`src/rtl/start_fifo_srl_ctrl.sv`:
```
// rtl/start_fifo_srl_ctrl.sv - SRL FIFO controller with FWFT output; START_FIFO_OREG_EN adds a registered output stage
module start_fifo_srl_ctrl #(
  parameter int DATA_WIDTH = 1,
  parameter int ADDR_WIDTH = 1,
  parameter int DEPTH      = 2,
  parameter int AFULL_LVL  = 1
) (
  input  logic                  clk,
  input  logic                  reset,
  input  logic                  if_write_ce,
  input  logic                  if_write,
  input  logic [DATA_WIDTH-1:0] if_din,
  output logic                  if_full_n,
  output logic                  if_almost_full,
  input  logic                  if_read_ce,
  input  logic                  if_read,
  output logic [DATA_WIDTH-1:0] if_dout,
  output logic                  if_empty_n,
  output logic [ADDR_WIDTH:0]   if_count
);

  localparam int CW = ADDR_WIDTH + 1;

  logic [DATA_WIDTH-1:0] srl [DEPTH];
  logic [CW-1:0]         srl_cnt;
  logic [CW-1:0]         srl_cnt_next;
  logic [CW-1:0]         total_next;
  logic [ADDR_WIDTH-1:0] addr;
  logic                  push;
  logic                  pop;
  logic                  full_n_q;
  logic                  afull_q;

  assign push           = if_write_ce & if_write & full_n_q;
  assign addr           = (srl_cnt == '0) ? '0 : ADDR_WIDTH'(srl_cnt - 1'b1);
  assign if_full_n      = full_n_q;
  assign if_almost_full = afull_q;

  // Shift-in at index 0 keeps the oldest entry at count-1, so addr tracks occupancy
  always_ff @(posedge clk) begin
    if (push) begin
      srl[0] <= if_din;
      for (int i = 1; i < DEPTH; i++) srl[i] <= srl[i-1];
    end
  end

`ifdef START_FIFO_OREG_EN
  logic                  oreg_valid;
  logic                  oreg_valid_next;
  logic                  srl_pop;
  logic [DATA_WIDTH-1:0] oreg_data;

  assign pop             = if_read_ce & if_read & oreg_valid;
  assign srl_pop         = (srl_cnt != '0) & (~oreg_valid | pop);
  assign oreg_valid_next = srl_pop | (oreg_valid & ~pop);
  assign srl_cnt_next    = srl_cnt + CW'(push) - CW'(srl_pop);
  assign total_next      = srl_cnt_next + CW'(oreg_valid_next);
  assign if_dout         = oreg_data;
  assign if_empty_n      = oreg_valid;
  assign if_count        = srl_cnt + CW'(oreg_valid);

  always_ff @(posedge clk or posedge reset) begin
    if (reset) begin
      oreg_valid <= 1'b0;
      oreg_data  <= '0;
    end else begin
      oreg_valid <= oreg_valid_next;
      if (srl_pop) oreg_data <= srl[addr];
    end
  end
`else
  logic empty_n_q;

  assign pop          = if_read_ce & if_read & empty_n_q;
  assign srl_cnt_next = srl_cnt + CW'(push) - CW'(pop);
  assign total_next   = srl_cnt_next;
  assign if_dout      = srl[addr];
  assign if_empty_n   = empty_n_q;
  assign if_count     = srl_cnt;

  always_ff @(posedge clk or posedge reset) begin
    if (reset) empty_n_q <= 1'b0;
    else       empty_n_q <= (srl_cnt_next != '0);
  end
`endif

  // Flags come from the next count so they line up with the updated occupancy
  always_ff @(posedge clk or posedge reset) begin
    if (reset) begin
      srl_cnt  <= '0;
      full_n_q <= 1'b1;
      afull_q  <= 1'b0;
    end else begin
      srl_cnt  <= srl_cnt_next;
      full_n_q <= (srl_cnt_next != CW'(DEPTH));
      afull_q  <= (total_next >= CW'(AFULL_LVL));
    end
  end

endmodule

```
`config.mk`:
```
export PLATFORM = sky130hd
export DESIGN_NAME = start_fifo_srl_ctrl
export DESIGN_NICKNAME = d
export VERILOG_FILES = /design/src/rtl/start_fifo_srl_ctrl.sv
export SDC_FILE = /design/constraint.sdc
export NUM_CORES = 1
export LEC_CHECK = 0
export ABC_AREA = 1
export CAP_MARGIN = 20
export CORE_AREA = 2 2 39 41
export DETAILED_ROUTE_END_ITERATION = 8
export DIE_AREA = 0 0 41 43
export DONT_BUFFER_PORTS = 1
export HOLD_SLACK_MARGIN = 0.12
export SLEW_MARGIN = 20
export SYNTH_ARGS = -nofsm -noshare
export SYNTH_HDL_FRONTEND = slang
export SYNTH_SLANG_ARGS = --single-unit
```
`constraint.sdc`:
```
create_clock -name clk -period 1.9 [get_ports clk]
set_input_delay 0.19 -clock clk [delete_from_list [all_inputs] [get_ports clk]]
set_output_delay 0.19 -clock clk [all_outputs]
set_load 0.03 [all_outputs]
```
==> out/metrics.cfg, run 1 <==
[run_status]
status=completed

[synthesis]
syn_avg_cell_area_um2=8.90
synth_top_family_by_area=simple AND/OR/NAND/NOR gates
syn_inst=35
synth-xor-area-share_pct=0
syn_area_um2=312
synth_fa_ha_area_share_pct=8.03
yosysWarnings=0
syn-num-nets=44
yosys_register_bits=6
synth_compound_area_share_pct=1.61
ys_types=14
yosys.area_share.simple_pct=27.7
muxShareOfSynthArea_pct=0
ys_seq_area_share_pct=51.8

[layout]
seqCellArea_um2=161
syn_to_final_growth_pct=23.7
n_antenna_cell=0
nFillCells=147
post-route-util_pct=27.8
postLayoutCellArea_um2=385
multi_input_area_um2=116
drive_gt1_share_pct=23.8
nets=52

[drt]
dr_wl_met3_um=21
wl_met2_um=327
finalWirelength_um=585
wirelength_met1_um=236
highest_layer=met3
wl_per_cell_um=10.1
postRouteAntennaNets=0
drtIter0Drc=5
first_pass_iters=3
drc_errors=0
num_vias=234
avgViaCountPerCell=4.03

[timing]
fin_tns_setup_ns=0
slew_headroom_pct=75.2
fin_ws_ns=0.322
finalHoldViolCount=0
timing.hold.ws_ns=0.257
finalSetupViolations=0
drv_slew=0
rsz0062_at_grt=no
period_minus_slack_ns=1.58
final.setup_skew_ns=0.00586
finalCritPeriodShare_pct=83.1
worstMarginPinSlew_ns=0.371
max_freq_ghz=0.634

[global_route]
first_global_vias=225
grt_pass1_wl_um=862
antenna_found_initial=0
grt_max_degree=5
grt_usage_pct=8.11
grt.overflow.total=0

[die]
num_rows=14
chipHeight_um=43
ioPinCount=13
initial_core_util_pct=22.5
core_um2=1380
die-width_um=41
dieArea_um2=1760

[clocking]
clk_pin_slew_ns=0.05
cts.path.max_buffers=2
cts_setup_buffers=0
cts_max_level=1
clock_latency_ns=0.24
cts_sinks=6
cts_tree=yes
cts_root_buf=clkbuf_4
cts_buffers=3

[min_path]
min_path_type=input pin to register

[place]
port_buffers=0
hpwlAfterDp_um=479
gp_congestion=0.720
place_ws_ns=0.307
place_area_um2=339

[worst_setup_path]
cp.arrival_ns=1.74
start_kind=register
critical_path.max_fanout=3
path_class=register to register
critPathRequiredTime_ns=2.06
end_kind=register

[job]
maxCapViolCount=0

[power_and_ir_drop]
vdd_drop_max_mv=0.723
cellPowerDensity_nw_per_um2=1770
p_leak_nw=0.196

==> path summary, 6_finish.rpt <==
check	end	startpoint	cells after the start	slack, ns
hold reg to reg	srl[1]	srl[0]	0	0.45
setup reg to reg	if_full_n	if_full_n	9	0.32
setup / recovery	if_full_n	if_full_n	9	0.32
max in group asynchronous	if_full_n	reset	2	1.40
hold / removal	srl[1]	if_write	2	0.26
min in group asynchronous	if_count[0]	reset	2	0.27
==> cells by family after synthesis <==
kind of cell	after synthesis
AOI/OAI and AO/OA	1
DFF	6
adders and majority gates	2
and+or+nand+nor	18
buffers and inverters	8
==> stage by stage <==
step	power [mW]	instances
global placement	0.552	52
detailed placement	0.562	52
floorplan	0.505	35
finish	0.682	58
global route	0.734	58
CTS	0.699	58
==> cells in the mapped netlist <==
| master | instances | area share (%) |
|---|---|---|
| and3_1 | 1 | 2.0 |
| buf_4 | 1 | 2.4 |
| dfrtp_1 | 3 | 24 |
| dfstp_2 | 1 | 8.4 |
| edfxtp_1 | 2 | 19 |
| ha_1 | 2 | 8.0 |
| inv_1 | 6 | 7.2 |
| inv_2 | 1 | 1.2 |
| nand2_1 | 9 | 11 |
| nand2_2 | 2 | 4.0 |
| nand3_1 | 4 | 6.4 |
| nand3_2 | 1 | 3.2 |
| nor2_1 | 1 | 1.2 |
| o21ai_0 | 1 | 1.6 |
==> sequential cells by signal, summed over array words and instances, names as in the netlist <==
name and flops:
if_count 2, srl 2, if_almost_full 1, if_full_n 1
==> worst max-delay path, cell delays in order, from the launching register on <==
cell and delay, ns:
dfstp_2 0.53, nand3_1 0.11, ha_1 0.30, inv_1 0.05, ha_1 0.19, inv_1 0.07, nand2_1 0.07, nand2_1 0.06
nand2_1 0.05, nand3_1 0.07
==> cells in the final DEF (no fill, tap or decap) <==
master         n
inv_2          1
clkbuf_1       1
o21ai_0        1
ha_1           2
dfrtp_1        3
nand3_1        4
edfxtp_1       2
dfstp_2        1
nor2_1         1
and3_1         1
nand2_2        2
clkbuf_4       3
inv_1          6
buf_4          2
dlygate4sd3_1  2
nand3_2        1
nand2_1        9
==> metal layers <==
metal	vias to the layer above	global-route usage, %
met4	0	10.0
li1	123	-
met2	6	12.5
met1	105	6.29
met3	0	3.14
met5	-	0
==> layout make-up <==
| cell class | count | area share (%) |
|---|---|---|
| sequential | 6 | 41.9 |
| multi-input combinational | 21 | 30.2 |
| timing repair buffer | 4 | 9.09 |
| clock buffer | 4 | 6.82 |
| inverter | 7 | 6.82 |
| tap | 16 | 5.19 |
==> report_power, final <==
part | internal (mW) | switching, mW | total (mW) | leakage, nW
Combinational | 0.0939 | 0.194 | 0.288 | 0.119
Sequential | 0.186 | 0.0825 | 0.269 | 0.0628
Clock | 0.0795 | 0.0459 | 0.125 | 0.0150
==> timing repair <==
action	in CTS	in global routing
hold endpoints to repair	5	0
hold buffers	2	0
resized for setup	0	0
Note: power is estimated with default switching activity, not from simulation.
==> inputs of run 2 (changes only) <==
==> constraint.sdc (replaced) <==
create_clock -name clk -period 1.3 [get_ports clk]
set_input_delay 0.13 -clock clk [delete_from_list [all_inputs] [get_ports clk]]
set_output_delay 0.13 -clock clk [all_outputs]
set_load 0.03 [all_outputs]
==> run 2 against run 1 <==
Against the previous run: clock-buffer cell count stayed put; largest power group unchanged; sequential cell count stayed put; highest routed layer unchanged; the run now ends with negative setup slack left; non-clock buffer count is 6 higher; final cell count is 10% higher.
==> out/metrics.cfg, run 2 (same netlist as run 1, synthesis figures left out) <==
[timing]
finalCritPeriodShare_pct=110  ; was 83.1%
rsz0062_at_grt=yes  ; was no
worstMarginPinSlew_ns=0.285  ; was 0.371 ns
final.setup_skew_ns=0.000380  ; was 0.00586 ns
max_freq_ghz=0.701  ; was 0.634 GHz
drv_slew=0  ; unchanged
finalHoldViolCount=0  ; unchanged
fin_ws_ns=-0.127  ; was 0.322 ns
period_minus_slack_ns=1.43  ; was 1.58 ns
slew_headroom_pct=81.0  ; was 75.2%
finalSetupViolations=5  ; was 0

[global_route]
grt_usage_pct=10.5  ; was 8.11%
grt.overflow.total=0  ; unchanged
first_global_vias=264  ; was 225
grt_pass1_wl_um=1120  ; was 862 um
grt_max_degree=5  ; unchanged
antenna_found_initial=0  ; unchanged

[die]
num_rows=14  ; unchanged
core_um2=1380  ; unchanged
initial_core_util_pct=22.5  ; unchanged
chipHeight_um=43  ; unchanged
ioPinCount=13  ; unchanged
dieArea_um2=1760  ; unchanged
die-width_um=41  ; unchanged

[layout]
drive_gt1_share_pct=60.4  ; was 23.8%
instances_no_fill=64  ; was 58
n_antenna_cell=0  ; unchanged
mostFrequentLayoutCell=buf_4  ; was nand2_1
nets=58  ; was 52
multi_input_area_um2=174  ; was 116 um2
seqCellArea_um2=163  ; was 161 um2
syn_to_final_growth_pct=58.6  ; was 23.7%
nFillCells=139  ; was 147
final_cell_mix=buf_4 (8), nand2_1 (7), nand2_2 (4), nand3_2 (4)  ; was nand2_1 (9), inv_1 (6), nand3_1 (4)

[drt]
wl_per_cell_um=10.6  ; was 10.1 um
num_vias=270  ; was 234
first_pass_iters=2  ; was 3
postRouteAntennaNets=0  ; unchanged
drtIter0Drc=4  ; was 5
finalWirelength_um=676  ; was 585 um
drc_errors=0  ; unchanged
avgViaCountPerCell=4.22  ; was 4.03

[worst_setup_path]
path_class=register to register  ; unchanged
start_kind=register  ; unchanged
r2r_cells=9  ; unchanged
rr_startpoint=if_full_n  ; unchanged
critical_path.max_fanout=3  ; unchanged
r2r_end=if_full_n  ; unchanged
critPathRequiredTime_ns=1.49  ; was 2.06 ns
ff2ff_setup_slack_ns=-0.13  ; was 0.32 ns
end_kind=register  ; unchanged
cp.arrival_ns=1.61  ; was 1.74 ns

[power_and_ir_drop]
p_leak_nw=0.230  ; was 0.196 nW
vdd_drop_max_mv=0.669  ; was 0.723 mV
fin_total_pwr_mw=1.22  ; was 0.682 mW
cellPowerDensity_nw_per_um2=2460  ; was 1770 nW/um2

[clocking]
cts.path.max_buffers=2  ; unchanged
clock_latency_ns=0.24  ; about the same
cts_root_buf=clkbuf_4  ; unchanged
cts_buffers=3  ; unchanged
cts_max_level=1  ; unchanged
cts_tree=yes  ; unchanged
clk_pin_slew_ns=0.05  ; about the same
cts_sinks=6  ; unchanged

[place]
gp_congestion=0.678  ; was 0.720
place_ws_ns=-0.126  ; was 0.307 ns
hpwlAfterDp_um=519  ; was 479 um
placed_cells=55  ; was 52
port_buffers=0  ; unchanged

[min_path]
min_path_type=input pin to asynchronous set/reset pin  ; was input pin to register

[run_status]
violations=negative setup slack
status=finished with violations  ; was completed

[job]
maxCapViolCount=0  ; unchanged

==> run 2: cell count changes in the layout (fill, tap and decap cells not counted), sizes merged <==
cell	previous run	this run
buf	2	8
==> run 2: layer usage <==
layer,global-route usage [%],up-vias,wire length (um)
met5,0,-,0
met4,10.0,0,0
met3,5.24,0,38
met2,16.3,7,401
met1,8.88,128,236
li1,-,135,-
==> run 2: worst max path at each step <==
stage                         start         to  slack [ns]  depth (start not counted)
after floorplan           if_full_n  if_full_n       -0.21                          8
after CTS                 if_full_n  if_full_n       -0.13                          8
after global placement    if_full_n  if_full_n       -0.12                          8
final                     if_full_n  if_full_n       -0.13                          9
after global routing      if_full_n  if_full_n       -0.19                          9
after detailed placement  if_full_n  if_full_n       -0.13                          8
==> run 2: final cells by class <==
cell class | instances | area share, %
multi-input combinational | 21 | 35.2
sequential | 6 | 32.9
timing repair buffer | 10 | 16.2
inverter | 7 | 6.33
clock buffer | 4 | 5.32
tap | 16 | 4.05
==> run 2: report_power, final <==
| part | internal, mW | switching, mW |
|---|---|---|
| Combinational | 0.269 | 0.429 |
| Sequential | 0.276 | 0.0552 |
| Clock | 0.116 | 0.0702 |
| Total | 0.662 | 0.555 |
==> run 2: critical path, stage by stage, from the launching register on <==
cell and delay [ns]:
dfstp_2 0.55, nand3_4 0.08, ha_4 0.26, inv_2 0.03
ha_4 0.17, inv_4 0.06, nand2_2 0.05, nand2_1 0.06
nand2_1 0.06, nand3_2 0.05
==> run 2: what timing repair did <==
| action | in CTS | in global routing |
|---|---|---|
| hold buffers | 2 | 0 |
| buffers inserted | 1 | 2 |
| hold endpoints to repair | 5 | 0 |
| setup endpoints to repair | 3 | 5 |
| pin swaps | 3 | 1 |
| gates resized for setup | 3 | 5 |
==> run 2: stage by stage <==
stage	utilization [%]	hold slack (ns)	instance area, um2	TNS [ns]
floorplan	-	-0.105	338	-0.582
global placement	28.0	-0.0811	388	-0.289
detailed placement	28.0	-0.0783	388	-0.317
CTS	33.7	0.200	467	-0.304
global route	35.7	0.219	494	-0.583
finish	35.7	0.208	494	-0.352
==> inputs of run 3 (changes only) <==
--- a/config.mk
+++ b/config.mk
@@ -8,10 +8,13 @@
 export ABC_AREA = 1
 export CAP_MARGIN = 20
 export CORE_AREA = 2 2 39 41
+export CTS_BUF_LIST = sky130_fd_sc_hd__clkbuf_8
 export DETAILED_ROUTE_END_ITERATION = 8
 export DIE_AREA = 0 0 41 43
 export DONT_BUFFER_PORTS = 1
 export HOLD_SLACK_MARGIN = 0.12
+export RECOVER_POWER = 50
+export SETUP_SLACK_MARGIN = 0.15
 export SLEW_MARGIN = 20
 export SYNTH_ARGS = -nofsm -noshare
 export SYNTH_HDL_FRONTEND = slang
==> run 3 against run 2 <==
Against the previous run: the run still ends with negative setup slack left; via count increased by 5.6%; clock skew about the same; fmax decreased by 0.23%; highest routed layer is now met4; core utilization is 3.8 points higher; sequential power increased by 1%; wire length rose by 9.8%; clock power up 57%; critical path depth is 1 lower; largest power group unchanged; sequential cell count stayed put; largest cell class unchanged.
==> out/metrics.cfg, run 3 (same netlist as run 1, synthesis figures left out) <==
[run_status]
status=finished with violations  ; unchanged
violations=negative setup slack  ; unchanged

[die]
num_rows=14  ; unchanged
initial_core_util_pct=22.5  ; unchanged
dieArea_um2=1760  ; unchanged
ioPinCount=13  ; unchanged
chipHeight_um=43  ; unchanged
die-width_um=41  ; unchanged
core_um2=1380  ; unchanged

[worst_setup_path]
cpMaxStageDelayCell=dfstp_2  ; unchanged
start_kind=register  ; unchanged
critPathRequiredTime_ns=1.45  ; was 1.49 ns
path_class=register to register  ; unchanged
r2r_cells=8  ; was 9
end_kind=register  ; unchanged
crit_path_cell_trace=nand3_4 -> ha_4 -> inv_2 -> ha_4 -> nand2_2 -> nand2_1 -> nand2_1 -> nand3_2  ; was nand3_4 -> ha_4 -> inv_2 -> ha_4 -> inv_4 -> nand2_2 -> nand2_1 -> nand2_1 -> nand3_2
cpPeakStageDelay_ns=0.55  ; about the same
ff2ff_setup_slack_ns=-0.13  ; about the same
critical_path.max_fanout=3  ; unchanged
cp.arrival_ns=1.58  ; was 1.61 ns

[global_route]
grt_max_degree=5  ; unchanged
grt_usage_pct=10.8  ; was 10.5%
grt.overflow.total=0  ; unchanged
antenna_found_initial=0  ; unchanged
grt_pass1_wl_um=1140  ; was 1120 um
first_global_vias=266  ; was 264

[layout]
syn_to_final_growth_pct=75.5  ; was 58.6%
nFillCells=129  ; was 139
final_cell_mix=buf_4 (9), nand2_1 (6), nand2_2 (4), nand3_2 (4)  ; was buf_4 (8), nand2_1 (7), nand2_2 (4), nand3_2 (4)
postLayoutCellArea_um2=547  ; was 494 um2
drive_gt1_share_pct=70.0  ; was 60.4%
multi_input_area_um2=188  ; was 174 um2
seqCellArea_um2=164  ; was 163 um2
mostFrequentLayoutCell=buf_4  ; unchanged
n_antenna_cell=0  ; unchanged
nets=60  ; was 58

[power_and_ir_drop]
cellPowerDensity_nw_per_um2=2610  ; was 2460 nW/um2
vdd_drop_max_mv=0.779  ; was 0.669 mV
fin_total_pwr_mw=1.43  ; was 1.22 mW
p_leak_nw=0.255  ; was 0.230 nW

[timing]
timing.hold.ws_ns=0.227  ; was 0.208 ns
fin_ws_ns=-0.130  ; was -0.127 ns
rsz0062_at_grt=yes  ; unchanged
slew_headroom_pct=89.0  ; was 81.0%
final.setup_skew_ns=0.000343  ; was 0.000380 ns
finalHoldViolCount=0  ; unchanged
period_minus_slack_ns=1.43  ; about the same
worstMarginPinSlew_ns=0.165  ; was 0.285 ns
finalSetupViolations=5  ; unchanged
drv_slew=0  ; unchanged
max_freq_ghz=0.699  ; was 0.701 GHz
finalCritPeriodShare_pct=110  ; about the same

[job]
maxCapViolCount=0  ; unchanged

[clocking]
clk_pin_slew_ns=0.04  ; was 0.05 ns
clock_latency_ns=0.23  ; was 0.24 ns
cts_tree=yes  ; unchanged
cts_buffers=3  ; unchanged
cts_root_buf=clkbuf_8  ; was clkbuf_4
cts.path.max_buffers=2  ; unchanged
cts_max_level=1  ; unchanged
cts_sinks=6  ; unchanged

[drt]
num_vias=285  ; was 270
finalWirelength_um=742  ; was 676 um
drc_errors=0  ; unchanged
wl_per_cell_um=11.2  ; was 10.6 um
avgViaCountPerCell=4.32  ; was 4.22
drtIter0Drc=0  ; was 4
postRouteAntennaNets=0  ; unchanged
first_pass_iters=1  ; was 2

[min_path]
min_path_type=input pin to asynchronous set/reset pin  ; unchanged

[place]
port_buffers=0  ; unchanged
place_area_um2=388  ; unchanged
hpwlAfterDp_um=519  ; unchanged
gp_congestion=0.678  ; unchanged

==> run 3: path summary, 6_finish.rpt <==
path | from | endpoint
max | if_full_n | if_full_n
min | reset | if_count[1]
max reg2reg | if_full_n | if_full_n
min reg2reg | srl[0] | srl[1]
max in group asynchronous | reset | if_full_n
min in group clk | if_write_ce | if_full_n
==> run 3: where the power goes <==
part           switching (mW)  internal, mW  total (mW)
Clock                  0.0890         0.204       0.293
Combinational           0.474         0.327       0.802
Sequential             0.0550         0.280       0.335
==> run 3: through the flow <==
stage	cells	utilization, %	worst slack (ns)	TNS (ns)
5_1_grt	66	39.5	-0.189	-0.552
3_5_place_dp	55	28.0	-0.126	-0.317
6_report	66	39.5	-0.130	-0.353
2_1_floorplan	35	-	-0.209	-0.582
4_1_cts	62	35.3	-0.135	-0.308
3_3_place_gp	55	28.0	-0.124	-0.289
==> run 3: what timing repair did <==
| item | CTS | global route |
|---|---|---|
| setup endpoints to repair | 5 | 7 |
| endpoints found under the hold margin | 5 | 0 |
| setup buffers | 1 | 4 |
| gates resized for setup | 6 | 9 |
| hold buffers | 2 | 0 |
| pin swaps | 4 | 3 |
==> run 3: layout make-up <==
class	count	area share [%]
well taps	16	3.66
flip-flops and latches	6	30.0
clock inverters	1	0.686
clock buffers	3	7.55
inverters	7	5.72
repair buffers	12	18.1
multi-input cells	21	34.3
==> run 3: worst max-delay path: cells and delay by family (launching register included) <==
family	cells	cell delay [ns]
DFF	1	0.55
and+or+nand+nor	5	0.35
adders and majority gates	2	0.43
buffers and inverters	1	0.04
==> run 3: routing by layer <==
| layer | vias to the layer above | part of all wire (%) | GRT usage [%] |
|---|---|---|---|
| met1 | 137 | 36 | 8.88 |
| met5 | - | 0 | 0 |
| met3 | 2 | 7.4 | 6.81 |
| met2 | 8 | 54 | 16.3 |
| li1 | 138 | - | - |
| met4 | 0 | 2.4 | 10.0 |
